### config.mk
export PLATFORM = sky130hd
export DESIGN_NAME = sfx_sequencer
export DESIGN_NICKNAME = d
export VERILOG_FILES = /design/src/rtl/sfx_pkg.sv /design/src/rtl/sfx_tone_gen.sv /design/src/rtl/sfx_sequencer.sv
export SDC_FILE = /design/constraint.sdc
export NUM_CORES = 1
export LEC_CHECK = 0
export CAP_MARGIN = 20
export CORE_AREA = 4 4 135 137
export DETAILED_ROUTE_END_ITERATION = 10
export DIE_AREA = 0 0 139 141
export GPL_TIMING_DRIVEN = 0
export PLACE_DENSITY_LB_ADDON = 0.08
export RECOVER_POWER = 25
export SYNTH_ARGS = -nofsm -noshare
export SYNTH_HDL_FRONTEND = slang
export SYNTH_SLANG_ARGS = --single-unit
### constraint.sdc
create_clock -name clk -period 19.1 [get_ports clk]
set_input_delay 5.73 -clock clk [delete_from_list [all_inputs] [get_ports clk]]
set_output_delay 5.73 -clock clk [all_outputs]
set_load 0.005 [all_outputs]
### src/rtl/sfx_pkg.sv
// Shared constants and lookup functions for the sound-effect sequencer:
// note codes, note-to-period conversion and the per-effect note tables.
package sfx_pkg;

    localparam int unsigned PERIOD_W = 27;
    localparam logic [PERIOD_W-1:0] PERIOD_ONE = 27'd1;

    // Note codes: 1..7 low octave, 8..14 mid octave, 15..21 high octave
    localparam logic [4:0] NOTE_REST = 5'd0;
    localparam logic [4:0] NOTE_DO_L = 5'd1;
    localparam logic [4:0] NOTE_DO_M = 5'd8;
    localparam logic [4:0] NOTE_MI_M = 5'd10;
    localparam logic [4:0] NOTE_SO_M = 5'd12;
    localparam logic [4:0] NOTE_LA_M = 5'd13;
    localparam logic [4:0] NOTE_DO_H = 5'd15;
    localparam logic [4:0] NOTE_RE_H = 5'd16;
    localparam logic [4:0] NOTE_MI_H = 5'd17;
    localparam logic [4:0] NOTE_SO_H = 5'd19;
    localparam logic [4:0] NOTE_LA_H = 5'd20;
    localparam logic [4:0] NOTE_END  = 5'd31;

    // Tone period in clock cycles; each branch divides by a constant so it folds away
    function automatic logic [PERIOD_W-1:0] note_period(input logic [4:0] note,
                                                         input int unsigned clk_hz);
        logic [31:0] p;
        case (note)
            5'd1:    p = clk_hz / 32'd262;
            5'd2:    p = clk_hz / 32'd294;
            5'd3:    p = clk_hz / 32'd330;
            5'd4:    p = clk_hz / 32'd349;
            5'd5:    p = clk_hz / 32'd392;
            5'd6:    p = clk_hz / 32'd440;
            5'd7:    p = clk_hz / 32'd494;
            5'd8:    p = clk_hz / 32'd523;
            5'd9:    p = clk_hz / 32'd587;
            5'd10:   p = clk_hz / 32'd659;
            5'd11:   p = clk_hz / 32'd698;
            5'd12:   p = clk_hz / 32'd784;
            5'd13:   p = clk_hz / 32'd880;
            5'd14:   p = clk_hz / 32'd988;
            5'd15:   p = clk_hz / 32'd1047;
            5'd16:   p = clk_hz / 32'd1175;
            5'd17:   p = clk_hz / 32'd1319;
            5'd18:   p = clk_hz / 32'd1397;
            5'd19:   p = clk_hz / 32'd1568;
            5'd20:   p = clk_hz / 32'd1760;
            5'd21:   p = clk_hz / 32'd1976;
            default: p = 32'd0;
        endcase
        return PERIOD_W'(p);
    endfunction

    // Note played by effect 'code' at step 'step'; unknown codes end immediately
    function automatic logic [4:0] effect_rom(input logic [7:0] code, input logic [7:0] step);
        logic [4:0] n;
        case (code)
            8'd1: begin
                if (step < 8'd8)       n = NOTE_LA_M;
                else if (step < 8'd48) n = NOTE_RE_H;
                else                   n = NOTE_END;
            end
            8'd2: begin
                if (step < 8'd4)       n = NOTE_DO_M;
                else if (step < 8'd8)  n = NOTE_SO_M;
                else                   n = NOTE_END;
            end
            8'd3: begin
                if (step < 8'd6)       n = NOTE_DO_H;
                else if (step < 8'd12) n = NOTE_REST;
                else if (step < 8'd18) n = NOTE_SO_H;
                else                   n = NOTE_END;
            end
            8'd4: begin
                if (step < 8'd14)      n = 5'(8'd21 - step);
                else                   n = NOTE_END;
            end
            8'd5: begin
                if (step < 8'd40)      n = step[2] ? NOTE_MI_M : NOTE_SO_M;
                else                   n = NOTE_END;
            end
            8'd6: begin
                if (step < 8'd24)      n = step[0] ? NOTE_REST : NOTE_DO_L;
                else                   n = NOTE_END;
            end
            // No END marker: this effect finishes when the step counter runs out
            8'd7:    n = step[3] ? NOTE_MI_H : NOTE_LA_H;
            default: n = NOTE_END;
        endcase
        return n;
    endfunction

endpackage

### src/rtl/sfx_tone_gen.sv
// Square-wave generator: a period counter restarted on every period change
// (or an explicit clear) and a duty compare scaled by the live volume.
module sfx_tone_gen
    import sfx_pkg::*;
(
    input  logic                clk,
    input  logic                rstn,
    input  logic                clear,
    input  logic [PERIOD_W-1:0] period,
    input  logic [2:0]          volume,
    output logic                b
);

    logic [PERIOD_W-1:0] cnt_r;
    logic [PERIOD_W-1:0] period_last_r;
    logic [PERIOD_W-1:0] cnt_s;
    logic [PERIOD_W-1:0] high_time_s;
    logic [3:0]          shift_s;
    logic                b_s;

    // Next counter value and output level; counter 0 always drives a pulse
    always_comb begin
        shift_s     = 4'd8 - {1'b0, volume};
        high_time_s = period >> shift_s;
        if (clear || (period != period_last_r)) begin
            cnt_s = '0;
        end else if (period == '0) begin
            cnt_s = '0;
        end else if (cnt_r >= (period - PERIOD_ONE)) begin
            cnt_s = '0;
        end else begin
            cnt_s = cnt_r + PERIOD_ONE;
        end
        if ((volume == 3'd0) || (period == '0)) begin
            b_s = 1'b0;
        end else if ((cnt_s == '0) || (cnt_s < high_time_s)) begin
            b_s = 1'b1;
        end else begin
            b_s = 1'b0;
        end
    end

    // Counter, period history and registered buzzer level
    always_ff @(posedge clk) begin
        if (!rstn) begin
            cnt_r         <= '0;
            period_last_r <= '0;
            b             <= 1'b0;
        end else begin
            cnt_r         <= cnt_s;
            period_last_r <= period;
            b             <= b_s;
        end
    end

endmodule

### src/rtl/sfx_sequencer.sv
// Sound-effect sequencer: step prescaler, step counter, IDLE/PLAY control
// with priority pre-emption and stop, feeding a tone generator on pin B.
module sfx_sequencer
    import sfx_pkg::*;
#(
    parameter  int unsigned CLK_HZ    = 100_000_000,
    parameter  int unsigned STEP_HZ   = 16,
    parameter  int unsigned N_EFFECTS = 8,
    parameter  int unsigned STEPS_MAX = 64,
    localparam int unsigned CODE_W    = $clog2(N_EFFECTS),
    localparam int unsigned STEP_W    = $clog2(STEPS_MAX)
)(
    input  logic              clk,
    input  logic              rstn,
    input  logic [CODE_W-1:0] sound_code,
    input  logic              play_sound,
    input  logic              stop,
    input  logic [2:0]        volume,
    output logic              B,
    output logic              start,
    output logic              done,
    output logic              dropped,
    output logic [STEP_W-1:0] step_idx
);

    localparam int unsigned STEP_DIV = CLK_HZ / STEP_HZ;
    localparam int unsigned PRESC_W  = (STEP_DIV > 1) ? $clog2(STEP_DIV) : 1;
    localparam logic [PRESC_W-1:0] PRESC_LAST = PRESC_W'(STEP_DIV - 1);
    localparam logic [PRESC_W-1:0] PRESC_ONE  = {{(PRESC_W-1){1'b0}}, 1'b1};
    localparam logic [STEP_W-1:0]  STEP_LAST  = STEP_W'(STEPS_MAX - 1);
    localparam logic [STEP_W-1:0]  STEP_ONE   = {{(STEP_W-1){1'b0}}, 1'b1};

    localparam logic [0:0] ST_IDLE = 1'b0;
    localparam logic [0:0] ST_PLAY = 1'b1;

    logic [0:0]          state_r, state_s;
    logic [CODE_W-1:0]   code_r, code_s;
    logic [STEP_W-1:0]   step_r, step_s;
    logic [PRESC_W-1:0]  presc_r, presc_s;
    logic                done_r, done_s;
    logic                dropped_r, dropped_s;
    logic                restart_s;
    logic                req_valid_s;
    logic                effect_end_s;
    logic [7:0]          step_inc_s;
    logic [PERIOD_W-1:0] period_s;

    // Next-state logic: stepping, end detection, arbitration of play/stop
    always_comb begin
        state_s      = state_r;
        code_s       = code_r;
        step_s       = step_r;
        presc_s      = presc_r;
        done_s       = 1'b0;
        dropped_s    = 1'b0;
        restart_s    = 1'b0;
        req_valid_s  = play_sound && (sound_code != '0);
        step_inc_s   = 8'(step_r) + 8'd1;
        effect_end_s = (step_r == STEP_LAST) ||
                       (effect_rom(8'(code_r), step_inc_s) == NOTE_END);
        case (state_r)
            ST_IDLE: begin
                if (req_valid_s) begin
                    state_s   = ST_PLAY;
                    code_s    = sound_code;
                    step_s    = '0;
                    presc_s   = '0;
                    restart_s = 1'b1;
                end else begin
                    state_s   = ST_IDLE;
                end
            end
            ST_PLAY: begin
                if (presc_r == PRESC_LAST) begin
                    presc_s = '0;
                    if (effect_end_s) begin
                        state_s = ST_IDLE;
                        step_s  = '0;
                        done_s  = 1'b1;
                    end else begin
                        step_s  = step_r + STEP_ONE;
                    end
                end else begin
                    presc_s = presc_r + PRESC_ONE;
                end
                // Stop beats any request; an equal-or-higher code restarts, a lower one is dropped
                if (stop) begin
                    state_s   = ST_IDLE;
                    step_s    = '0;
                    presc_s   = '0;
                    done_s    = 1'b0;
                    dropped_s = req_valid_s;
                end else if (req_valid_s && (sound_code >= code_r)) begin
                    state_s   = ST_PLAY;
                    code_s    = sound_code;
                    step_s    = '0;
                    presc_s   = '0;
                    done_s    = 1'b0;
                    restart_s = 1'b1;
                end else if (req_valid_s) begin
                    dropped_s = 1'b1;
                end else begin
                    dropped_s = 1'b0;
                end
            end
            default: begin
                state_s = ST_IDLE;
                code_s  = '0;
                step_s  = '0;
                presc_s = '0;
            end
        endcase
        // Period for the step that becomes current on this edge, so B follows start exactly
        if (state_s == ST_PLAY) begin
            period_s = note_period(effect_rom(8'(code_s), 8'(step_s)), CLK_HZ);
        end else begin
            period_s = '0;
        end
    end

    // Sequencer state registers and output pulses
    always_ff @(posedge clk) begin
        if (!rstn) begin
            state_r   <= ST_IDLE;
            code_r    <= '0;
            step_r    <= '0;
            presc_r   <= '0;
            done_r    <= 1'b0;
            dropped_r <= 1'b0;
        end else begin
            state_r   <= state_s;
            code_r    <= code_s;
            step_r    <= step_s;
            presc_r   <= presc_s;
            done_r    <= done_s;
            dropped_r <= dropped_s;
        end
    end

    assign start    = (state_r == ST_PLAY);
    assign done     = done_r;
    assign dropped  = dropped_r;
    assign step_idx = step_r;

    sfx_tone_gen u_tone (
        .clk    (clk),
        .rstn   (rstn),
        .clear  (restart_s),
        .period (period_s),
        .volume (volume),
        .b      (B)
    );

endmodule

==> flow_summary.ini, run 1 <==
[die]
rows = 48
start_util_pct = 54.2
fp.dieArea_sq_um = 19600
coreArea_sq_um = 17100
die_w_microns = 139
io_pins = 20
die_h_microns = 141

[power]
p_int_mw = 0.382
sequentialPowerShare_pct = 26.7
clock_power_share_pct = 26.7
leakagePower_nw = 3.55
swShare_pct = 43.6
p_switching_mw = 0.295
power_frac_comb_pct = 46.6
power_density_nw_per_um2 = 67.5
vdd_drop_max_mv = 0.0402
total_power_mw = 0.677

[global_routing]
grt_pass1_wl_microns = 49200
grt_start_max_net_pins = 19
grtUsageTotal_pct = 30.8
antenna_found_initial = 0
grt_pass1_vias = 9014
grt_overflow = 0

[routing]
vias_per_cell = 6.64
remaining_drc_errors = 0
vias = 9753
drtIter0Drc = 1097
wire_per_inst_microns = 20.7
antenna_left = 0
routed_wl_microns = 30400
drt_first_pass_iters = 6

[finish]
n_antenna_cell = 0
drive_above_1_share_pct = 11.2
fin_nets = 1315
area_growth_pct = 8.40
fin_cells = 1469

[clock_tree]
cts.sink_count = 82
ctsHoldBuffers = 0
cts_root_buffer = clkbuf_16
htreeDepth = 3
clock_latency_ns = 0.36
cts_tree = done
cts_buffers = 9
cts-resized-gates = 0
cts.path.max_buffers = 2
clk_pin_slew_worst_paths_ns = 0.08
postCtsSetupRepairBufs = 0

[yosys]
synth_area_per_cell_sq_um = 7.65
synth_area_sq_um = 9250
synth_seq_area_share_pct = 17.7
yosys_warnings = 0
yosysUniqueCellTypes = 108
netlist_instances = 1209
synth_top_flop_cell = dfxtp_1
synth-seq-cells = 82
async_reset_ff_share_pct = 0
synth_edf_count = 0
synth_fp_nets = 1285

[setup_path]
worst_setup_path_start_kind = input port
arrival_ns = 18.41
path_common_cell = a21oi_1
path_class = input port to flop
crit_required_ns = 19.39
slowest_stage = a32oi_1
critPathMaxFanout = 13
endpoint_kind = flop
cpPeakStageDelay_ns = 0.79

[sta]
rsz0062_at_grt = false
maxSlewViolCount = 0
fin_tns_setup_ns = 0
fin_skew_ns = 0.0119
fin_crit_sh_pct = 94.9
setup_viol = 0
tightestPinTransition_ns = 1.04
fin_crit_ns = 18.12
fmax_ghz = 0.0552
relSlewSlack_pct = 30.8
finalHoldViolCount = 0

[placed_design]
portBuffers = 17
dp_cells = 1452
dp_hpwl_microns = 23600
gp_congestion = 0.991

[hold_path]
min_path_type = flop to flop

[job]
cap_violations = 0

[run_status]
status = completed
==> worst max-delay path: cells and delay by family <==
kind | cells | cell delay [ns]
AO/OA/AOI/OAI | 27 | 6.31
adder cells (fa/ha/maj) | 4 | 1.32
buffers and inverters | 7 | 1.89
AND/OR/NAND/NOR | 15 | 3.11
==> worst paths after layout <==
check / slack [ns] / cells after the start / endpoint / start
worst min register to register: 0.48 / 2 / presc_r[11] / presc_r[11]
worst min-delay path: 0.48 / 2 / presc_r[11] / presc_r[11]
worst max-delay path: 0.98 / 53 / u_tone.b / sound_code[2]
worst max register to register: 5.46 / 54 / u_tone.b / step_idx[1]
==> state kept, by name, summed over array words and instances, names as in the netlist <==
name	count
u_tone.period_last_r	19
step_idx	6
u_tone.b	1
start	1
code_r	3
u_tone.cnt_r	27
dropped	1
done	1
presc_r	23
==> final cells by class <==
class	instances	area (sq um)
flip-flops and latches	82	1640
well taps	225	282
clock inverters	7	81.3
clock buffers	9	225
fillers	1651	7030
repair buffers	19	183
inverters	44	168
plain buffers	67	397
multi-input cells	1016	7050
==> per-stage QoR <==
stage	hold WS, ns	worst slack, ns	instance area, sq um	utilization [%]
6_report	0.476	0.980	10000	58.8
5_1_grt	0.523	0.0907	10000	58.8
4_1_cts	0.481	1.25	10000	58.7
3_5_place_dp	0.470	0.949	9710	56.9
3_3_place_gp	0.466	0.776	9700	56.9
2_1_floorplan	0.449	3.75	9250	-
==> per-layer routing <==
metal | track usage, % | vias to the layer above | part of all wire [%]
met5 | 0 | - | 0
met4 | 10.6 | 0 | 3.7
met3 | 4.04 | 96 | 7.8
met2 | 47.6 | 490 | 43
met1 | 44.1 | 4523 | 45
li1 | - | 4644 | -
==> synthesized netlist by cell type, drive strengths merged (7+ instances only) <==
master / instances / share of area [%]
o21ai: 65 / 3.5
and3: 17 / 1.2
ha: 66 / 8.9
mux2: 11 / 1.3
nand3: 48 / 2.6
clkbuf: 30 / 1.2
and4: 7 / 0.69
o22ai: 10 / 0.68
nand4: 34 / 2.3
a211oi: 17 / 1.7
o311ai: 7 / 0.93
and2: 13 / 0.89
nor3: 59 / 3.8
a32oi: 7 / 0.83
or3: 8 / 0.54
a21o: 12 / 0.97
o31ai: 11 / 1.0
nor2b: 12 / 0.81
dfxtp: 82 / 18
nor2: 122 / 5.1
xnor2: 34 / 3.6
xor2: 27 / 2.6
a221oi: 10 / 1.0
nand2: 102 / 4.2
inv: 42 / 1.7
a31oi: 22 / 1.7
nor3b: 14 / 1.5
nor4: 28 / 2.9
a21oi: 81 / 4.4
o21a: 7 / 0.57
o211ai: 23 / 2.0
nand2b: 15 / 1.0
mux2i: 19 / 2.1
a22oi: 9 / 0.73
buf: 36 / 3.0
o2111ai: 7 / 0.66
==> logic make-up after synthesis <==
kind of cell	share of synthesized area, %
simple gates	30.0
compound gates	26.6
buf+inv	6.11
flops	17.7
fa+ha+maj	8.93
xor+xnor	6.18
mux	4.37
==> power by group through the flow <==
stage,sequential (mW),combinational (mW),clock [mW]
after global placement,0.185,0.306,0
after floorplan,0.183,0.226,0
after detailed placement,0.185,0.305,0
after CTS,0.181,0.307,0.182
final,0.181,0.315,0.181
after global routing,0.181,0.346,0.192
==> cell usage in the layout, fill, tap and decap left out, types with 16 or more instances in the layout <==
cell type | netlist | final
nand4_1 | 34 | 34
nand2_1 | 100 | 100
inv_1 | 39 | 39
a31oi_1 | 19 | 19
dfxtp_1 | 82 | 82
ha_1 | 66 | 66
buf_4 | 16 | 16
o21ai_0 | 61 | 61
and3_1 | 16 | 16
xnor2_1 | 32 | 32
clkbuf_1 | 30 | 32
nand3_1 | 48 | 48
o211ai_1 | 21 | 21
a21oi_1 | 80 | 80
nor3_1 | 49 | 49
xor2_1 | 27 | 27
mux2i_1 | 19 | 19
nor2_1 | 119 | 119
Note: power is estimated with default switching activity, not from simulation.
==> inputs of run 2 (changes only) <==
--- a/config.mk
+++ b/config.mk
@@ -6,9 +6,9 @@
 export NUM_CORES = 1
 export LEC_CHECK = 0
 export CAP_MARGIN = 20
-export CORE_AREA = 4 4 135 137
+export CORE_AREA = 2 2 133 135
 export DETAILED_ROUTE_END_ITERATION = 10
-export DIE_AREA = 0 0 139 141
+export DIE_AREA = 0 0 135 137
 export GPL_TIMING_DRIVEN = 0
 export PLACE_DENSITY_LB_ADDON = 0.08
 export RECOVER_POWER = 25
==> flow_summary.ini, run 2 (synthesized netlist as in run 1, its figures left out) <==
[setup_path]
slowest_stage = nor3_1
r2r-end = u_tone.b
r2r_start = step_idx[1]
arrival_ns = 18.39
reg2reg_depth = 56
cpPeakStageDelay_ns = 0.60
r2r_slack_ns = 5.77
crit_required_ns = 19.39
worst_setup_path_start_kind = input port
path_class = input port to flop
critPathMaxFanout = 13
path_common_cell = a21oi_1
endpoint_kind = flop

[finish]
fillers = 1660
fin_cells = 1470
area_growth_pct = 8.52
finish.utilization_pct = 58.8
final_cell_mix = 119 x nor2_1, 100 x nand2_1, 82 x dfxtp_1
largest_reg_flops = 27
layout_commonest_cell = nor2_1
n_antenna_cell = 0
fin_nets = 1316
top_register = u_tone.cnt_r
reg_top3 = u_tone.cnt_r: 27 flops, presc_r: 23 flops, u_tone.period_last_r: 19 flops
drive_above_1_share_pct = 11.4

[job]
cap_violations = 0

[placed_design]
pre_cts_slack_ns = 0.876
dp_hpwl_microns = 23900
portBuffers = 17
gp_congestion = 0.989
dp_cells = 1453

[global_routing]
grt_start_max_net_pins = 19
grtUsageTotal_pct = 33.8
antenna_found_initial = 0
grt_pass1_vias = 8767
grt_overflow = 0
grt_pass1_wl_microns = 48600

[clock_tree]
cts_tree = done
cts.sink_count = 82
clk_pin_slew_worst_paths_ns = 0.08
clock_latency_ns = 0.37
cts_root_buffer = clkbuf_16
cts_buffers = 9
htreeDepth = 3
cts.path.max_buffers = 2
postCtsSetupRepairBufs = 0

[sta]
tightestPinTransition_ns = 1.01
relSlewSlack_pct = 32.6
setup_ws_ns = 1.01
fin_crit_ns = 18.09
setup_viol = 0
fin_crit_sh_pct = 94.7
maxSlewViolCount = 0
fmax_ghz = 0.0553
fin_skew_ns = 0.0168
finalHoldViolCount = 0
rsz0062_at_grt = false
fin_tns_setup_ns = 0

[die]
start_util_pct = 54.2
die_w_microns = 135
die_h_microns = 137
io_pins = 20
fp.dieArea_sq_um = 18500
rows = 48
coreArea_sq_um = 17100

[routing]
vias_per_cell = 6.72
wire_per_inst_microns = 21.1
routed_wl_microns = 31000
vias = 9882
antenna_left = 0
drt_first_pass_iters = 6
remaining_drc_errors = 0
drtIter0Drc = 1332

[hold_path]
holdPathEnd = presc_r[15]
min_path_cells = 2
min_from = presc_r[15]
min_path_type = flop to flop

[power]
leakagePower_nw = 3.56
vdd_drop_max_mv = 0.0470
power_density_nw_per_um2 = 67.5
total_power_mw = 0.678

[run_status]
status = completed
run 2: changes by cell type in the layout (fill, tap and decap cells not counted), sizes merged:
cell,change
buf,+2
clkbuf,-1
clkdlybuf4s50,-1
clkinv,-2
dlygate4sd3,+1
inv,+2
run 2: per-stage QoR:
| stage | hold slack (ns) | instance area [sq um] |
|---|---|---|
| floorplan | 0.449 | 9250 |
| global placement | 0.462 | 9700 |
| detailed placement | 0.478 | 9720 |
| CTS | 0.490 | 10000 |
| global route | 0.518 | 10000 |
| finish | 0.485 | 10000 |
run 2: layout make-up:
cell class | instances | area (sq um) | area share [%]
clock buffers | 9 | 225 | 2.24
flip-flops and latches | 82 | 1640 | 16.4
inverters | 44 | 168 | 1.67
clock inverters | 7 | 76.3 | 0.760
plain buffers | 67 | 398 | 3.96
well taps | 225 | 282 | 2.80
repair buffers | 20 | 190 | 1.89
multi-input cells | 1016 | 7060 | 70.3
run 2: critical path, delay by kind of cell:
family                     cells  cell delay, ns
AOI/OAI and AO/OA             29            5.95
and+or+nand+nor               14            3.59
adders and majority gates      4            1.25
buffers and inverters          8            1.84
run 2: what timing repair did:
item / CTS / global route
hold buffers: 0 / 0
endpoints found under the setup margin: 0 / 1
resized for setup: 0 / 1
run 2: how the worst max path moves through the flow:
stage                        from        to  slack, ns
floorplan           sound_code[0]  u_tone.b       3.75
global placement    sound_code[1]  u_tone.b       0.78
detailed placement  sound_code[2]  u_tone.b       0.88
CTS                 sound_code[2]  u_tone.b       1.22
global route        sound_code[2]  u_tone.b       0.13
finish              sound_code[2]  u_tone.b       1.01
run 2: metal layers:
metal | track usage [%] | part of all wire (%)
met5 | 0 | 0
met4 | 13.2 | 3.3
met3 | 6.56 | 9.0
met2 | 51.9 | 44
met1 | 46.6 | 44
run 2: where the power goes:
part / switching [mW] / leakage, nW / internal (mW)
logic: 0.204 / 2.74 / 0.113
registers: 0.00448 / 0.664 / 0.176
clock network: 0.0861 / 0.149 / 0.0932
==> inputs of run 3 (changes only) <==
--- a/config.mk
+++ b/config.mk
@@ -5,6 +5,7 @@
 export SDC_FILE = /design/constraint.sdc
 export NUM_CORES = 1
 export LEC_CHECK = 0
+export ABC_CLOCK_PERIOD_IN_PS = 19100
 export CAP_MARGIN = 20
 export CORE_AREA = 2 2 133 135
 export DETAILED_ROUTE_END_ITERATION = 10
==> results of run 3 <==
Same layout as run 2: the final DEF is identical, and so are final timing and power.
